===== src/rtl/quant_frame_decoder_if.sv =====
// Handshake bundle for quant_frame_decoder: framed word input, sample stream output,
// frame strobe and error pulse. The decoder uses the slave modport, its driver the master.
interface quant_frame_decoder_if;
  logic        sync_10ms;
  logic [31:0] in_data;
  logic        in_valid;
  logic        in_ready;
  logic [31:0] out_data;
  logic        out_valid;
  logic        out_ready;
  logic        out_last;
  logic        frame_err;

  modport master (
    output sync_10ms, in_data, in_valid, out_ready,
    input  in_ready, out_data, out_valid, out_last, frame_err
  );

  modport slave (
    input  sync_10ms, in_data, in_valid, out_ready,
    output in_ready, out_data, out_valid, out_last, frame_err
  );
endinterface


===== src/rtl/quant_frame_decoder.sv =====
// quant_frame_decoder: unpacks framed, packed I/Q quantized codes into 32-bit
// {I,Q} samples, applying the per-frame left shift and a 16-bit reduction.
// Optional feature macro: QDEC_SATURATE_EN (defined: clamp to int16 range;
// undefined: keep the low 16 bits).
module quant_frame_decoder #(
  parameter int unsigned QUANT_BW = 8
) (
  input logic clk,
  input logic rst,
  quant_frame_decoder_if.slave bus
);

  localparam int unsigned LANE_W = 2 * QUANT_BW;
  localparam int unsigned LPW    = 32 / LANE_W;
  localparam int unsigned LL_W   = $clog2(LPW + 1);
  localparam logic [7:0]  MARKER = 8'hA5;

  typedef enum logic {HUNT = 1'b0, UNPACK = 1'b1} state_t;

  state_t            state, nextState;
  logic [LL_W-1:0]   lanesLeft, lanesLeftNxt;
  logic [15:0]       samplesLeft, samplesLeftNxt;
  logic [3:0]        shift, shiftNxt;
  logic [31:0]       laneBuf, laneBufNxt;
  logic [31:0]       outData, outDataNxt;
  logic              outValid, outValidNxt;
  logic              outLast, outLastNxt;
  logic              frameErr, frameErrNxt;
  logic              inReady, inReadyNxt;

  logic              inAccept, outFree, headerOk, laneMove, finalMove, abort;
  logic [QUANT_BW-1:0] laneI, laneQ;
  logic              unusedRsvd;

  // Sign-extend a code, shift it left by the frame shift, reduce to 16 bits.
  function automatic logic [15:0] recon(input logic [QUANT_BW-1:0] code, input logic [3:0] s);
`ifdef QDEC_SATURATE_EN
    logic signed [31:0] wide;
    wide = 32'(signed'(code));
    wide = wide <<< s;
    if (wide > 32'sd32767)        recon = 16'h7FFF;
    else if (wide < -32'sd32768)  recon = 16'h8000;
    else                          recon = wide[15:0];
`else
    logic [15:0] narrow;
    narrow = 16'(signed'(code));
    recon  = narrow << s;
`endif
  endfunction

  // Handshake and transfer qualifiers.
  assign inAccept   = bus.in_valid && inReady;
  assign outFree    = !outValid || bus.out_ready;
  assign headerOk   = (bus.in_data[31:24] == MARKER);
  assign laneMove   = (state == UNPACK) && (lanesLeft != '0) && outFree;
  assign finalMove  = laneMove && (samplesLeft == 16'd1);
  assign abort      = (state == UNPACK) && bus.sync_10ms && !finalMove;
  assign laneI      = laneBuf[LANE_W-1:QUANT_BW];
  assign laneQ      = laneBuf[QUANT_BW-1:0];
  assign unusedRsvd = ^bus.in_data[19:16];

  // FSM state register.
  always_ff @(posedge clk) begin
    if (rst) state <= HUNT;
    else     state <= nextState;
  end

  // FSM next-state: header with nonzero count opens a frame; last sample or strobe closes it.
  always_comb begin
    nextState = state;
    case (state)
      HUNT:    if (inAccept && headerOk && (bus.in_data[15:0] != 16'd0)) nextState = UNPACK;
      UNPACK:  if (finalMove || abort) nextState = HUNT;
      default: nextState = HUNT;
    endcase
  end

  // Datapath and output next values: header latch, lane buffer, output register, error pulse.
  always_comb begin
    shiftNxt       = shift;
    samplesLeftNxt = samplesLeft;
    lanesLeftNxt   = lanesLeft;
    laneBufNxt     = laneBuf;
    outDataNxt     = outData;
    outValidNxt    = outValid;
    outLastNxt     = outLast;
    frameErrNxt    = 1'b0;
    case (state)
      HUNT: begin
        if (inAccept && headerOk) begin
          if (bus.in_data[15:0] == 16'd0) begin
            frameErrNxt = 1'b1;
          end else begin
            shiftNxt       = bus.in_data[23:20];
            samplesLeftNxt = bus.in_data[15:0];
            lanesLeftNxt   = '0;
          end
        end
      end
      UNPACK: begin
        if (abort) begin
          lanesLeftNxt   = '0;
          samplesLeftNxt = 16'd0;
          frameErrNxt    = 1'b1;
        end else if (inAccept) begin
          laneBufNxt   = bus.in_data;
          lanesLeftNxt = LL_W'(LPW);
        end else if (laneMove) begin
          laneBufNxt     = laneBuf >> LANE_W;
          lanesLeftNxt   = finalMove ? '0 : lanesLeft - LL_W'(1);
          samplesLeftNxt = samplesLeft - 16'd1;
        end
      end
      default: ;
    endcase
    if (laneMove && !abort) begin
      outDataNxt  = {recon(laneI, shift), recon(laneQ, shift)};
      outValidNxt = 1'b1;
      outLastNxt  = finalMove;
    end else if (outValid && bus.out_ready) begin
      outValidNxt = 1'b0;
      outLastNxt  = 1'b0;
    end
    inReadyNxt = (nextState == HUNT) || (lanesLeftNxt == '0);
  end

  // Datapath and output registers.
  always_ff @(posedge clk) begin
    if (rst) begin
      shift       <= '0;
      samplesLeft <= '0;
      lanesLeft   <= '0;
      laneBuf     <= '0;
      outData     <= '0;
      outValid    <= 1'b0;
      outLast     <= 1'b0;
      frameErr    <= 1'b0;
      inReady     <= 1'b0;
    end else begin
      shift       <= shiftNxt;
      samplesLeft <= samplesLeftNxt;
      lanesLeft   <= lanesLeftNxt;
      laneBuf     <= laneBufNxt;
      outData     <= outDataNxt;
      outValid    <= outValidNxt;
      outLast     <= outLastNxt;
      frameErr    <= frameErrNxt;
      inReady     <= inReadyNxt;
    end
  end

  assign bus.in_ready  = inReady;
  assign bus.out_data  = outData;
  assign bus.out_valid = outValid;
  assign bus.out_last  = outLast;
  assign bus.frame_err = frameErr;

endmodule


===== src/flat_wrapper.sv =====
// flat-port wrapper written by rule: the top's interface ports become plain ports
module quant_frame_decoder_flat 
#(
  parameter int unsigned QUANT_BW = 8
)
  (clk, rst, bus_sync_10ms, bus_in_data, bus_in_valid, bus_out_ready, bus_in_ready, bus_out_data, bus_out_valid, bus_out_last, bus_frame_err);
  quant_frame_decoder_if bus_i ();
  input logic clk;
  input logic rst;
  input wire logic [$bits(bus_i.sync_10ms)-1:0] bus_sync_10ms;
  input wire logic [$bits(bus_i.in_data)-1:0] bus_in_data;
  input wire logic [$bits(bus_i.in_valid)-1:0] bus_in_valid;
  input wire logic [$bits(bus_i.out_ready)-1:0] bus_out_ready;
  output wire logic [$bits(bus_i.in_ready)-1:0] bus_in_ready;
  output wire logic [$bits(bus_i.out_data)-1:0] bus_out_data;
  output wire logic [$bits(bus_i.out_valid)-1:0] bus_out_valid;
  output wire logic [$bits(bus_i.out_last)-1:0] bus_out_last;
  output wire logic [$bits(bus_i.frame_err)-1:0] bus_frame_err;
  assign bus_i.sync_10ms = bus_sync_10ms;
  assign bus_i.in_data = bus_in_data;
  assign bus_i.in_valid = bus_in_valid;
  assign bus_i.out_ready = bus_out_ready;
  assign bus_in_ready = bus_i.in_ready;
  assign bus_out_data = bus_i.out_data;
  assign bus_out_valid = bus_i.out_valid;
  assign bus_out_last = bus_i.out_last;
  assign bus_frame_err = bus_i.frame_err;
  quant_frame_decoder #(.QUANT_BW(QUANT_BW)) u_core (.clk(clk), .rst(rst), .bus(bus_i));
endmodule

===== config.mk =====
export PLATFORM = sky130hd
export DESIGN_NAME = quant_frame_decoder_flat
export DESIGN_NICKNAME = d
export VERILOG_FILES = /design/src/rtl/quant_frame_decoder_if.sv /design/src/rtl/quant_frame_decoder.sv /design/src/flat_wrapper.sv
export SDC_FILE = /design/constraint.sdc
export NUM_CORES = 1
export LEC_CHECK = 0
export BUFFER_PORTS_ARGS = -buffer_cell sky130_fd_sc_hd__buf_2
export CAP_MARGIN = 40
export CORE_ASPECT_RATIO = 1.2
export CORE_UTILIZATION = 25
export DETAILED_ROUTE_END_ITERATION = 10
export SLEW_MARGIN = 20
export SYNTH_ARGS = -nofsm -noshare
export SYNTH_HDL_FRONTEND = slang
export SYNTH_SLANG_ARGS = --single-unit

===== constraint.sdc =====
create_clock -name clk -period 5.75 [get_ports clk]
set_input_delay 0.2875 -clock clk [delete_from_list [all_inputs] [get_ports clk]]
set_output_delay 0.2875 -clock clk [all_outputs]
set_load 0.02 [all_outputs]

==> results.md <==
- Final Hold Fails: 0
- TritonCTS clock tree: yes
- Max-capacitance violation count: 0
- Switching portion of total power: 0.244
- Fillers: about 2100
- Num rows: 56
- Reg clk slew, reported paths: roughly 0.070 ns
- Top FF cell, synth: dfxtp_1
- Post-CTS Setup Bufs: 0
- GRT overflow: 0
- P_int: between 900 and 1000 uW
- DR vias/cell: roughly 5.3
- Measured slew at the worst slew-check pin: between 0.8 and 0.9 ns
- Pwr dens: ~220 nW/um^2
- Worst min-delay path class: input port to flop
- Clk pwr share: 0.465
- Clk Latency, worst-skew pair: between 0.3 and 0.4 ns
- Post-CTS resize count: 0
- CTS sink cnt: slightly above 90
- Post-synth EDFFs: 0
- Routed WL per cell: about 17 um
- Final net count: a little under 700
- WP data arrival: 3.24 ns
- Die area: 20700 sq um
- Status: complete, no violations
- ANT nets after route: 0
- LEAKAGE: 0.00213 uW
- HPWL Detailed: approximately 11 mm
- Global-route wire length before repair: 24.9 mm
- Drt initial violations: just under 400
- CORE AREA: slightly below 20000 sq um
- Post-synthesis cell count: between 500 and 600
- Fin area: around 6000 sq um
- Number of global-route vias before repair: ~4500
- Initial Util: 0.257
- Initial antenna violation count: 0
- Post-synth ARST share: 0
- CTS root buf: clkbuf_16
- CP endpoint kind: flop
- Max clock buf depth: 2
- Worst slew margin: 0.441
- Sequential fraction of the synthesis area: 0.362
- Total negative slack: 0 ns
- N_diodes: 0
- Mapped cell area: ~5000 sq um
- M1 WL: roughly 7 mm
- Die width: 132 um
- Die Ht: roughly 160 um
- Peak fanout along the critical path: 21
- Top sig layer: met4
- VDD IR max: around 0.15 mV
- Psw: 319 uW
- Layout area overhead: 18.3%
- Yosys reg bits: about 90
- CTS H-Tree Depth: 3
- FMAX: 0.331 GHz
- IO buf count: 72
- Ys Warns: 0
- Worst setup SP type: flop
- Period utilisation layout: 0.526
- Slew Limit Fails: 0
- Share of cells above drive strength 1: 0.196
- Total wire length: approximately 15 mm
- # IOs: 73
- # hold bufs at CTS: 0
- DR DRC count: 0
- Drt first pass iters: 4
- Syn Area/Cell: between 8 and 9 sq um
- GRT Resource Usage Total: 0.151
- Setup-failing EPs final: 0
- Synth cell types: between 50 and 60
- Seq pwr share: 0.482
- Routed vias: approximately 4800
- CP Data Required Time: between 5 and 6 ns
- Pin count of the biggest net entering global routing: 45
- Cts bufs inserted: 9
- Synthesized net count: about 640
- Final Wtd Congestion: 0.824
- Metal2 WL: a little under 7 mm
- RSZ-0062 raised after global routing: false
- Final min period: roughly 3 ns
- Final core utilization: 0.303
- Placed Area: between 5000 and 6000 sq um
- Fin Clk Skew: roughly 0.015 ns
- Logic pwr share: 0.053
- Final hold slack: about 0.18 ns
- Detail Route met3 WL: 1.01 mm
- Crit Path Class: flop to flop
-- registers in the layout, indices dropped and copies added, names as in the netlist --
signal                flops
u_core.shift              4
u_core.bus.in_ready       1
u_core.lanesLeft          2
u_core.bus.out_valid      1
u_core.bus.out_last       1
u_core.state              1
u_core.samplesLeft       16
u_core.bus.frame_err      1
u_core.laneBuf           32
u_core.bus.out_data      32
-- cells by family (layout without fill, tap and decap cells) --
kind of cell               count (synthesis)  count (layout)  share of synthesized area
buffers and inverters                     65             113                     0.0552
DFF                                       91              91                      0.362
muxes                                     42              42                      0.115
and+or+nand+nor                          206             206                      0.207
adders and majority gates                  3               3                    0.00746
AOI/OAI and AO/OA                        188             188                      0.252
xor gates and xnor gates                   1               1                    0.00174
-- final cells by class --
class,count,area [sq um],area share
repair buffers,85,517,0.0868
flip-flops and latches,91,1820,0.306
clock buffers,9,225,0.0378
clock inverters,7,76.3,0.0128
inverters,12,45.0,0.00757
well taps,261,327,0.0549
multi-input cells,440,2940,0.494
-- path summary, 6_finish.rpt --
kind / startpoint / to / slack (ns) / depth (start not counted)
hold / removal: bus_in_data[19] / u_core.laneBuf[19] / 0.18 / 3
setup reg to reg: u_core.state / u_core.samplesLeft[7] / 2.73 / 6
hold reg to reg: u_core.bus.out_data[6] / u_core.bus.out_data[6] / 0.45 / 2
setup / recovery: u_core.state / u_core.samplesLeft[7] / 2.73 / 6
-- power groups by stage --
stage	clock, uW	combinational [uW]	sequential [uW]
2_1_floorplan	0	32.4	646
3_3_place_gp	0	67.2	646
3_5_place_dp	0	68.6	646
4_1_cts	619	69.1	631
5_1_grt	650	73.7	631
6_report	610	68.8	631
-- cell usage after synthesis, types with 15 or more instances --
library cell / number / area share
a21oi_1: 74 / 0.074
a221oi_1: 16 / 0.028
a311oi_1: 16 / 0.028
buf_2: 15 / 0.015
clkbuf_1: 35 / 0.026
dfxtp_1: 91 / 0.36
mux2i_1: 25 / 0.050
nand2_1: 86 / 0.064
nand3_1: 30 / 0.030
nor2_1: 31 / 0.023
o21ai_0: 25 / 0.025
-- placed cells by master (no fill, tap or decap), drive strengths merged, types with 12 or more instances in the layout --
cell    netlist  final
o32ai        12     12
nor2         31     31
mux2i        25     25
buf          18     85
o21ai        26     26
a221oi       17     17
dfxtp        91     91
a21oi        74     74
nand2        86     86
nand3        30     30
mux4         12     12
inv          11     12
a311oi       16     16
-- metrics by stage --
step | setup WS (ns) | total power, uW | cells
floorplan | 3.62 | 679 | 596
global placement | 2.76 | 713 | 882
detailed placement | 2.84 | 714 | 889
CTS | 2.83 | 1320 | 905
global route | 2.46 | 1350 | 905
finish | 2.73 | 1310 | 905
-- worst max-delay path, stage by stage (launching register included) --
cell      delay, ns
dfxtp_1        0.58
nor2b_1        0.29
nand2_1        0.31
o21a_1         0.54
o21bai_1       0.79
buf_4          0.28
o32ai_1        0.09
-- routing by layer --
layer	global-route usage	up-vias
li1	-	2328
met1	0.204	2230
met2	0.238	174
met3	0.0335	20
met4	0.0498	0
met5	0	-
Note: power is estimated with default switching activity, not from simulation.
